===== src/rtl/error_blink_pkg.sv =====
// rtl/error_blink_pkg.sv - shared widths, sequencer state encoding and first-error helper
package error_blink_pkg;

    localparam int CNT_W   = 26;
    localparam int CODE_W  = 3;
    localparam int NUM_SRC = 4;

    typedef enum logic [1:0] {
        ST_IDLE = 2'd0,
        ST_ON   = 2'd1,
        ST_OFF  = 2'd2,
        ST_GAP  = 2'd3
    } blink_state_t;

    // Lowest asserted source wins; returns source index + 1, or 0 when none.
    function automatic logic [CODE_W-1:0] first_code(input logic [NUM_SRC-1:0] src);
        logic [CODE_W-1:0] code;
        code = '0;
        for (int i = NUM_SRC - 1; i >= 0; i--) begin
            if (src[i]) begin
                code = CODE_W'(i + 1);
            end
        end
        return code;
    endfunction

endpackage


===== src/rtl/error_blink_sequencer.sv =====
// rtl/error_blink_sequencer.sv - blink_sequencer: repeats err_code as LED pulses followed by a dark gap
module blink_sequencer
    import error_blink_pkg::*;
#(
    parameter int BLINK_CYCLES = 12_500_000,
    parameter int GAP_CYCLES   = 50_000_000
) (
    input  logic              osc_50,
    input  logic              reset_n,
    input  logic [CODE_W-1:0] code,
    input  logic              clear,
    output logic              led
);

    // Counter reloads with N-1 so each phase lasts exactly N cycles down to zero.
    localparam logic [CNT_W-1:0] BLINK_LOAD = CNT_W'(BLINK_CYCLES - 1);
    localparam logic [CNT_W-1:0] GAP_LOAD   = CNT_W'(GAP_CYCLES - 1);

    blink_state_t      state, state_d;
    logic [CNT_W-1:0]  cnt, cnt_d;
    logic [CODE_W-1:0] rem, rem_d;
    logic              led_d;

    always_ff @(posedge osc_50 or negedge reset_n) begin
        if (!reset_n) begin
            state <= ST_IDLE;
            cnt   <= '0;
            rem   <= '0;
            led   <= 1'b0;
        end else begin
            state <= state_d;
            cnt   <= cnt_d;
            rem   <= rem_d;
            led   <= led_d;
        end
    end

    always_comb begin
        state_d = state;
        cnt_d   = cnt;
        rem_d   = rem;
        if (clear) begin
            state_d = ST_IDLE;
            cnt_d   = '0;
            rem_d   = '0;
        end else begin
            case (state)
                ST_IDLE: begin
                    if (code != '0) begin
                        state_d = ST_ON;
                        cnt_d   = BLINK_LOAD;
                        rem_d   = code;
                    end
                end
                ST_ON: begin
                    if (cnt == '0) begin
                        state_d = ST_OFF;
                        cnt_d   = BLINK_LOAD;
                    end else begin
                        cnt_d = cnt - CNT_W'(1);
                    end
                end
                ST_OFF: begin
                    if (cnt == '0) begin
                        if (rem > CODE_W'(1)) begin
                            state_d = ST_ON;
                            cnt_d   = BLINK_LOAD;
                            rem_d   = rem - CODE_W'(1);
                        end else begin
                            state_d = ST_GAP;
                            cnt_d   = GAP_LOAD;
                            rem_d   = '0;
                        end
                    end else begin
                        cnt_d = cnt - CNT_W'(1);
                    end
                end
                ST_GAP: begin
                    if (cnt == '0) begin
                        if (code != '0) begin
                            state_d = ST_ON;
                            cnt_d   = BLINK_LOAD;
                            rem_d   = code;
                        end else begin
                            state_d = ST_IDLE;
                        end
                    end else begin
                        cnt_d = cnt - CNT_W'(1);
                    end
                end
                default: begin
                    state_d = ST_IDLE;
                    cnt_d   = '0;
                    rem_d   = '0;
                end
            endcase
        end
        // Registering the decoded next state keeps led glitch-free.
        led_d = (state_d == ST_ON);
    end

endmodule


===== src/rtl/error_blink.sv =====
// rtl/error_blink.sv - latches per-source errors, records the first error code and drives a blink-code LED
module error_blink
    import error_blink_pkg::*;
#(
    parameter int BLINK_CYCLES = 12_500_000,
    parameter int GAP_CYCLES   = 50_000_000
) (
    input  logic               osc_50,
    input  logic               reset_n,
    input  logic [NUM_SRC-1:0] err_src,
    input  logic               clear,
    output logic [NUM_SRC-1:0] err_sticky,
    output logic [CODE_W-1:0]  err_code,
    output logic               error,
    output logic               led
);

    logic [NUM_SRC-1:0] sticky_base;
    logic [NUM_SRC-1:0] sticky_next;
    logic [CODE_W-1:0]  code_next;

    // A source present in the clear cycle survives the clear.
    always_comb begin
        sticky_base = clear ? '0 : err_sticky;
        sticky_next = sticky_base | err_src;
        code_next   = clear ? '0 : err_code;
        if ((sticky_base == '0) && (err_src != '0)) begin
            code_next = first_code(err_src);
        end
    end

    always_ff @(posedge osc_50 or negedge reset_n) begin
        if (!reset_n) begin
            err_sticky <= '0;
            err_code   <= '0;
            error      <= 1'b0;
        end else begin
            err_sticky <= sticky_next;
            err_code   <= code_next;
            error      <= |sticky_next;
        end
    end

    blink_sequencer #(
        .BLINK_CYCLES (BLINK_CYCLES),
        .GAP_CYCLES   (GAP_CYCLES)
    ) u_blink_sequencer (
        .osc_50  (osc_50),
        .reset_n (reset_n),
        .code    (err_code),
        .clear   (clear),
        .led     (led)
    );

endmodule

===== config.mk =====
export PLATFORM = sky130hd
export DESIGN_NAME = error_blink
export DESIGN_NICKNAME = d
export VERILOG_FILES = /design/src/rtl/error_blink_pkg.sv /design/src/rtl/error_blink_sequencer.sv /design/src/rtl/error_blink.sv
export SDC_FILE = /design/constraint.sdc
export NUM_CORES = 1
export LEC_CHECK = 0
export CORE_UTILIZATION = 55
export CTS_BUF_LIST = sky130_fd_sc_hd__clkbuf_2 sky130_fd_sc_hd__clkbuf_4 sky130_fd_sc_hd__clkbuf_8
export CTS_CLUSTER_DIAMETER = 40
export DETAILED_ROUTE_END_ITERATION = 10
export GPL_ROUTABILITY_DRIVEN = 0
export GPL_TIMING_DRIVEN = 0
export PLACE_DENSITY = 0.78
export SLEW_MARGIN = 20
export SYNTH_ARGS = -nofsm -noshare
export SYNTH_HDL_FRONTEND = slang
export SYNTH_SLANG_ARGS = --single-unit

===== constraint.sdc =====
create_clock -name osc_50 -period 2.3 [get_ports osc_50]
set_clock_uncertainty 0.1 [all_clocks]
set_input_delay 0.46 -clock osc_50 [delete_from_list [all_inputs] [get_ports osc_50]]
set_output_delay 0.46 -clock osc_50 [all_outputs]
set_load 0.05 [all_outputs]

# Word level (Yosys, flattened, before mapping)
# Cells that the tools add are included.
[totals]
mem_count = 0
latchBits = 0
out_inout_bits = 9
register_bits = 40
input_bits = 7
mem_bits_rw = 0
mem_bits_ro = 0
[op_classes]
n_eq_ne = 6
n_div = 0
bitwise = 1
shifts = 0
multipliers = 0
n_reduce_logical = 10
muxes = 28
n_lt_le_gt_ge = 1
addsub = 2
[op_table]
columns = ["cell", "n"]
rows = [
  ["2-to-1 mux 26 bit", 6],
  ["case mux 26 bit (4 select lines)", 1],
  ["2-to-1 mux 3 bit", 11],
  ["zero test 26 bit", 1],
  ["subtractor 26 x 1 -> 26 bit (second input constant)", 1],
  ["2-to-1 mux 2 bit", 6],
  ["case mux 3 bit (3 select lines)", 1],
  ["case mux 2 bit (4 select lines)", 1],
  ["nonzero test 4 bit", 2],
  ["!= test 3 x 2 -> 1 bit (second input constant)", 2],
  ["== test 2 x 1 -> 1 bit (second input constant)", 2],
  ["== test 2 bit (second input constant)", 2],
  ["zero test 4 bit", 1],
  ["2-to-1 mux 4 bit", 1],
  ["OR 4 bit", 1],
  ["OR reduction 4 bit", 1],
  ["greater-than comparator 3 x 1 -> 1 bit (second input constant)", 1],
  ["AND reduction 3 bit", 1],
  ["nonzero test 3 bit", 1],
  ["subtractor 3 x 1 -> 3 bit (second input constant)", 1],
  ["zero test 2 bit", 1],
  ["nonzero test 2 bit", 1],
  ["logical AND 1 bit", 1],
  ["2-to-1 mux 1 bit", 1],
]

# Logic depth before layout (Yosys ltp)
# Gate-level depths: netlist of run 1.
[depth]
word_depth = 6
ltp_mapped = 9
depth_no_buf = 7

# By module
# Synthesis of run 1 repeated with hierarchy kept, for this count alone.
[unflattened]
hier_cells = 279
hier_area_um2 = 2553.7
[modules_own_cells]
columns = ["module", "area_per_inst_um2", "cells_each", "seq_area_each_um2", "n_inst"]
rows = [
  ["blink_sequencer", 2198.4, 249, 800.8, 1],
  ["error_blink", 355.3, 30, 200.2, 1],
]

# Least setup slack after synthesis of run 1
# No wires, ideal clock.
[synth_timing]
path_kind = "reg-to-reg"
startpoint = "reg u_blink_sequencer.cnt[0]"
endpoint = "reg u_blink_sequencer.cnt[20]"
path_stages_with_launch = 9
path_buffers = 1
setup_ns = 0.078
t_arrival_ns = 2.298
setup_slack_ns = -0.176
path_cell_list = "dfrtp_1 inv_1 ha_1 or4b_1 or4_4 buf_6 o31a_1 a211o_1 a21oi_1"
[synth_via]
elab_chain_cells = 4
elab_cells_between_ends = 7
classes_between = "add/sub (1); mux (5); reduce/logical (1)"
[synth_lines]
columns = ["element", "line_no", "text"]
rows = [
  ["start: declaration", "error_blink_sequencer.sv:20", "logic [CNT_W-1:0] cnt, cnt_d;"],
  ["start signal: assignment", "error_blink_sequencer.sv:32", "cnt <= cnt_d;"],
  ["subtractor 26 x 1 -> 26 bit / zero test 26 bit (equally long branches)", "-", ""],
  ["2-to-1 mux 26 bit, on equally long branches", "error_blink_sequencer.sv:79, error_blink_sequencer.sv:56, error_blink_sequencer.sv:64", ""],
  ["case mux 26 bit (4 select lines) (*)", "error_blink_sequencer.sv:47", "case (state)"],
  ["2-to-1 mux 26 bit (*)", "error_blink_sequencer.sv:42", "if (clear) begin"],
  ["named net u_blink_sequencer.cnt_d[20]", "error_blink_sequencer.sv:20", ""],
]
# The timed path passes the listed nets; every way through them passes the cells marked *.
# A chain may end at the register's enable or synchronous reset.

# Worst setup path in the final report of run 1
[layout_timing]
startpoint = "reg u_blink_sequencer.cnt[0]"
endpoint = "reg u_blink_sequencer.cnt[11]"
# The elaborated chain is that of the path after synthesis.

==> results_dict.tcl, run 1 <==
set metrics [dict create \
    grt_usage 0.327 \
    violations "negative setup slack" \
    cp_cell_sequence "buf_4, or4_4, or3_4, or3_1, a211o_1, a21oi_1" \
    io_buffers 15 \
    core_area_mm2 0.00409 \
    hold_path.class "reg -> reg" \
    avgViaCountPerCell 6.86 \
    power_uw 2110 \
    syn_to_final_growth_pct 31.5 \
    clock_latency_ns 0.30 \
    cp-start-kind "register" \
    crit_path_end_kind "register" \
    synth_top_cell_area_share 0.417 \
    ys_types 49 \
    cp_slowest_cell "or4_4" \
    period_share 1.07 \
    seq_area_frac_synth 0.417 \
    routed_wl_um 7260 \
    grt_pass1_vias 2244 \
    synth_edf_count 0 \
    worst_ir_drop_vdd_uv 493 \
    ys_seq_elements 40 \
    clockBufferDepth 2 \
    chipHeight_um 68.0 \
    grt_antenna_before_repair 0 \
    routedWlPerCell_um 20.2 \
    setup_viol 23 \
    ant_nets 0 \
    worstPathMaxFanout 7 \
    slew_headroom 0.364 \
    ioPinCount 16 \
    status "finished with violations" \
    syn_avg_cell_area_um2 8.88 \
    synth_cells 270 \
    syn-cell-area_mm2 0.00240 \
    synth.area.top_cells "dfrtp_1 42%, a21oi_1 5.8%, or3_1 4.2%" \
    cts_tree "built" \
    fin_util 0.772 \
    root_buffer "clkbuf_8" \
    arrival_ns 2.59 \
    syn_nets 280 \
    whs_ns 0.442 \
    die_x_um 68.0 \
    place.detailed.hpwl_um 4250 \
    die-area_mm2 0.00463 \
    synth_flop_cell "dfrtp_1" \
    max_stage_delay_ns 0.55 \
    dpl_cell_area_mm2 0.00265 \
    finalWorstSetupSlack_ns -0.172 \
    vias 2464 \
    hold_viol 0 \
    clock_sinks 40 \
    dp.cells 336 \
    grt_start_max_net_pins 27 \
    dr.pass1.iters 6 \
    cp_num_buf_inv 1 \
    maxSlewViolCount 0 \
    crit_required_ns 2.42 \
    rsz0062_at_grt "yes" \
    numCtsBuffers 5 \
    stdcell_count 359 \
    p_leak_uw 0.00127 \
    timing.final.crit_period_ns 2.47 \
    rows 23 \
    synth_top_area_cell "dfrtp_1" \
    cap_violations 0 \
    filler_cell_count 276 \
    pwr_density_cell_mw_per_mm2 670 \
    async_flop_share 1.00 \
    drcViolationCount 0 \
    final_area_mm2 0.00315 \
    cts.clk_slew.worst_paths_ns 0.07 \
    worstSetupPathType "reg -> reg" \
    worstMarginPinSlew_ns 0.946 \
    ys.warnings.count 0 \
    grt_overflow 0 \
    grt_first_pass_wirelength_um 10800 \
    antenna_cells 0 \
    start_util 0.587 \
    finalNetCount 318 \
    drtIter0Drc 201 \
    maxClockFrequency_mhz 405 \
    htree_levels 2 \
    crit_family "simple AND/OR/NAND/NOR gates" \
    drive_above_1_share 0.275 \
]
## worst reg2reg max path, cell delays in order, from the launching register on
cell and delay, ns:
dfrtp_1 0.41, buf_4 0.15, or4_4 0.56, or3_4 0.40, or3_1 0.35, a211o_1 0.30, a21oi_1 0.13
## flip-flops by register name, indices dropped and copies added, names as in the netlist
name,flops
err_sticky,4
u_blink_sequencer.cnt,26
u_blink_sequencer.rem,3
error,1
err_code,3
u_blink_sequencer.led,1
u_blink_sequencer.state,2
## cell usage after synthesis, types with 2 or more instances
library cell,number
xnor2_1,3
mux2_2,3
nor3_1,15
o41ai_1,3
nor4_1,3
o21a_1,5
a31oi_1,4
o21ba_2,2
a31o_2,2
inv_1,9
mux2i_1,3
clkbuf_1,10
nor3b_1,4
nand4_1,2
a21o_1,5
a221oi_1,3
a211o_1,6
nor2b_1,2
o21ai_0,17
ha_1,3
a21oi_1,28
nand2b_1,2
nand3_1,4
or4_1,5
or4_4,2
o211ai_1,3
buf_2,3
and4_1,2
or2_2,2
or3_1,16
nor2_1,18
dfrtp_1,40
nand2_1,20
a32o_1,2
a211oi_1,5
## layout make-up
cell class	instances	area, µm²	area share
multi-input cells	207	1580	0.499
flip-flops and latches	40	1000	0.317
repair buffers	35	325	0.103
clock buffers	8	97.6	0.0309
well taps	50	62.6	0.0198
plain buffers	10	58.8	0.0186
inverters	9	33.8	0.0107
## where the power goes
| part | internal [µW] | switching, µW | leakage (µW) |
|---|---|---|---|
| Combinational | 310 | 438 | 0.000710 |
| Clock | 268 | 238 | 0.0000523 |
| Sequential | 770 | 89.6 | 0.000509 |
| Total | 1350 | 765 | 0.00127 |
## through the flow
step	setup TNS (ns)	worst slack [ns]
2_1_floorplan	-1.33	-0.147
3_3_place_gp	-22.99	-0.418
3_5_place_dp	-9.87	-0.425
4_1_cts	-0.933	-0.112
5_1_grt	-3.89	-0.229
6_report	-1.96	-0.172
## cells by family after synthesis
kind of cell	count (synthesis)	synth area share
flip-flops	40	0.417
adder cells (fa/ha/maj)	3	0.0157
XOR/XNOR	3	0.0110
AND/OR/NAND/NOR	100	0.224
buffers and inverters	23	0.0407
multiplexers	6	0.0266
AO/OA/AOI/OAI	95	0.265
## worst paths after layout
check / endpoint / startpoint / cells after the start / slack, ns
worst max-delay path: u_blink_sequencer.cnt[11] / u_blink_sequencer.cnt[0] / 6 / -0.17
worst min-delay path: u_blink_sequencer.rem[1] / u_blink_sequencer.rem[1] / 1 / 0.44
worst max register to register: u_blink_sequencer.cnt[11] / u_blink_sequencer.cnt[0] / 6 / -0.17
worst min register to register: u_blink_sequencer.rem[1] / u_blink_sequencer.rem[1] / 1 / 0.44
max in group asynchronous: err_sticky[3] / reset_n / 3 / 1.14
min in group asynchronous: u_blink_sequencer.cnt[5] / reset_n / 2 / 0.50
## metal layers
metal,track usage,part of all wire,vias up
li1,-,-,1099
met1,0.450,0.43,1214
met2,0.496,0.47,124
met3,0.0650,0.066,27
met4,0.143,0.033,0
met5,0,0,-
## placed cells by master, fill, tap and decap left out, types with 5 or more instances in the layout
master	netlist	routed
nor2_1	18	16
dfrtp_1	40	40
inv_1	9	7
clkbuf_8	0	6
a21o_1	5	5
nand2_1	20	18
clkbuf_1	10	5
a21oi_2	0	5
clkdlybuf4s50_1	0	14
nor3_1	15	12
o21a_1	5	5
a211o_1	6	6
or4_4	2	5
o21ai_0	17	6
or3_1	16	12
buf_4	0	15
a21oi_1	28	21
buf_6	1	6
## repair_timing
item,CTS,global route
hold endpoints to repair,14,0
endpoints found under the setup margin,31,32
gates cloned,2,0
gates resized for setup,39,35
buffers inserted,14,2
hold buffers,1,0
pin swaps,19,11
(Power assumes the default switching activity.)
==> run 2, diff against run 1 <==
--- a/config.mk
+++ b/config.mk
@@ -12,6 +12,7 @@
 export GPL_ROUTABILITY_DRIVEN = 0
 export GPL_TIMING_DRIVEN = 0
 export PLACE_DENSITY = 0.78
+export REMOVE_ABC_BUFFERS = 1
 export SLEW_MARGIN = 20
 export SYNTH_ARGS = -nofsm -noshare
 export SYNTH_HDL_FRONTEND = slang
==> results_dict.tcl, run 2 (synthesis results as in run 1) <==
set metrics [dict create \
    cts.clk_slew.worst_paths_ns 0.08 \
    ioPinCount 16 \
    cp_cell_sequence "buf_6, or4_4, or3_4, buf_4, nor2_1, nand4_1, a32o_1" \
    largest_reg_flops 26 \
    io_buffers 15 \
    crit_family "simple AND/OR/NAND/NOR gates" \
    cp-start-kind "register" \
    place.detailed.hpwl_um 3650 \
    final_common_cell "dfrtp_1" \
    slew_headroom 0.325 \
    finalNetCount 314 \
    rows 23 \
    pwr_density_cell_mw_per_mm2 667 \
    htree_levels 2 \
    root_buffer "clkbuf_8" \
    whs_ns 0.440 \
    p_leak_uw 0.00127 \
    routed_wl_um 7490 \
    avgViaCountPerCell 7.28 \
    die-area_mm2 0.00463 \
    p_sw_uw 820 \
    finalWorstSetupSlack_ns -0.163 \
    dr.pass1.iters 5 \
    fin_setup_tns_ns -2.14 \
    fin_util 0.787 \
    max_stage_delay_ns 0.54 \
    worstPathMaxFanout 6 \
    drive_above_1_share 0.308 \
    grt_antenna_before_repair 0 \
    crit_required_ns 2.38 \
    maxSlewViolCount 0 \
    crit_path_end_kind "register" \
    cp_num_buf_inv 2 \
    cap_violations 0 \
    timing.final.crit_period_ns 2.46 \
    p_int_uw 1330 \
    p_sw_frac 0.382 \
    top_layer "met4" \
    hold_viol 0 \
    wl_met3_um 733 \
    grt_first_pass_wirelength_um 10900 \
    reg_top3 "u_blink_sequencer.cnt: 26 flops, err_sticky: 4 flops" \
    worstMarginPinSlew_ns 1.00 \
    cp_slowest_cell "or4_4" \
    ant_nets 0 \
    setup_viol 22 \
    worstSetupPathType "reg -> reg" \
    worst_ir_drop_vdd_uv 479 \
    seq_power_share 0.406 \
    place_ws_ns -0.753 \
    cts_tree "built" \
    antenna_cells 0 \
    status "finished with violations" \
    arrival_ns 2.55 \
    wl_met2_um 3330 \
    violations "negative setup slack" \
    clock_power_share 0.232 \
    drtIter0Drc 421 \
    clock_latency_ns 0.30 \
    routedWlPerCell_um 21.1 \
    numCtsBuffers 5 \
    rsz0062_at_grt "yes" \
    maxClockFrequency_mhz 406 \
    die_x_um 68.0 \
    largest_register "u_blink_sequencer.cnt" \
    start_util 0.587 \
    chipHeight_um 68.0 \
    grt_usage 0.320 \
    period_share 1.07 \
    met1_length_um 3010 \
    core_area_mm2 0.00409 \
    final_cell_mix "40 x dfrtp_1, 19 x a21oi_1, 18 x nand2_1, 15 x nor2_1, 14 x buf_4" \
    grt_overflow 0 \
    clockBufferDepth 2 \
    grt_pass1_vias 2184 \
    drcViolationCount 0 \
    hold_path.class "reg -> reg" \
    clock_sinks 40 \
    vias 2583 \
    pwr-share-comb 0.363 \
    syn_to_final_growth_pct 34.1 \
    grt_start_max_net_pins 32 \
]
[run 2: changes by cell type in the layout (fill, tap and decap cells not counted), moves of 3 or more]
cell and change:
clkbuf_1 -5, a21oi_2 +3, buf_6 +3, nor3_1 -3, nor3_4 +3
[run 2: worst register-to-register path, delay by kind of cell, from the launching register on]
family	cells	cell delay, ns
buffers and inverters	2	0.30
DFF	1	0.41
AOI/OAI and AO/OA	1	0.30
and+or+nand+nor	4	1.25
[run 2: metrics by stage]
| stage | total power (µW) | cells | cell area, µm² |
|---|---|---|---|
| 6_report | 2150 | 355 | 3220 |
| 5_1_grt | 2240 | 355 | 3220 |
| 4_1_cts | 1980 | 348 | 2980 |
| 3_5_place_dp | 1380 | 323 | 2570 |
| 3_3_place_gp | 1360 | 321 | 2550 |
| 2_1_floorplan | 1210 | 256 | 2330 |
[run 2: path summary, 6_finish.rpt]
kind,from,endpoint,slack (ns),depth (start not counted)
setup / recovery,u_blink_sequencer.cnt[0],u_blink_sequencer.cnt[23],-0.16,7
hold / removal,err_sticky[3],err_sticky[3],0.44,1
setup reg to reg,u_blink_sequencer.cnt[0],u_blink_sequencer.cnt[23],-0.16,7
hold reg to reg,err_sticky[3],err_sticky[3],0.44,1
max in group asynchronous,reset_n,err_code[2],1.20,3
min in group asynchronous,reset_n,u_blink_sequencer.cnt[5],0.45,2
[run 2: area by class of cell]
cell class,instances,area [µm²]
Inverter,9,33.8
Clock inverter,2,10.0
Sequential cell,40,1000
Fill cell,235,871
Clock buffer,6,82.6
Timing Repair Buffer,40,379
Tap cell,50,62.6
Multi-Input combinational cell,208,1650
[run 2: layer usage]
| layer | global-route usage | vias up |
|---|---|---|
| li1 | - | 1090 |
| met1 | 0.454 | 1227 |
| met2 | 0.485 | 209 |
| met3 | 0.0517 | 57 |
| met4 | 0.125 | 0 |
| met5 | 0 | - |
[run 2: power by group through the flow]
stage / clock (µW) / combinational [µW] / sequential, µW
after floorplan: 0 / 332 / 881
after global placement: 0 / 508 / 855
after detailed placement: 0 / 518 / 858
after CTS: 496 / 632 / 849
after global routing: 527 / 830 / 879
final: 497 / 778 / 871
[run 2: what timing repair did]
| action | CTS | global route |
|---|---|---|
| setup endpoints to repair | 32 | 33 |
| gates resized for setup | 43 | 42 |
| cloned | 1 | 0 |
| endpoints found under the hold margin | 9 | 0 |
| pin swaps | 28 | 25 |
| buffers inserted | 15 | 7 |
| hold buffers | 1 | 0 |
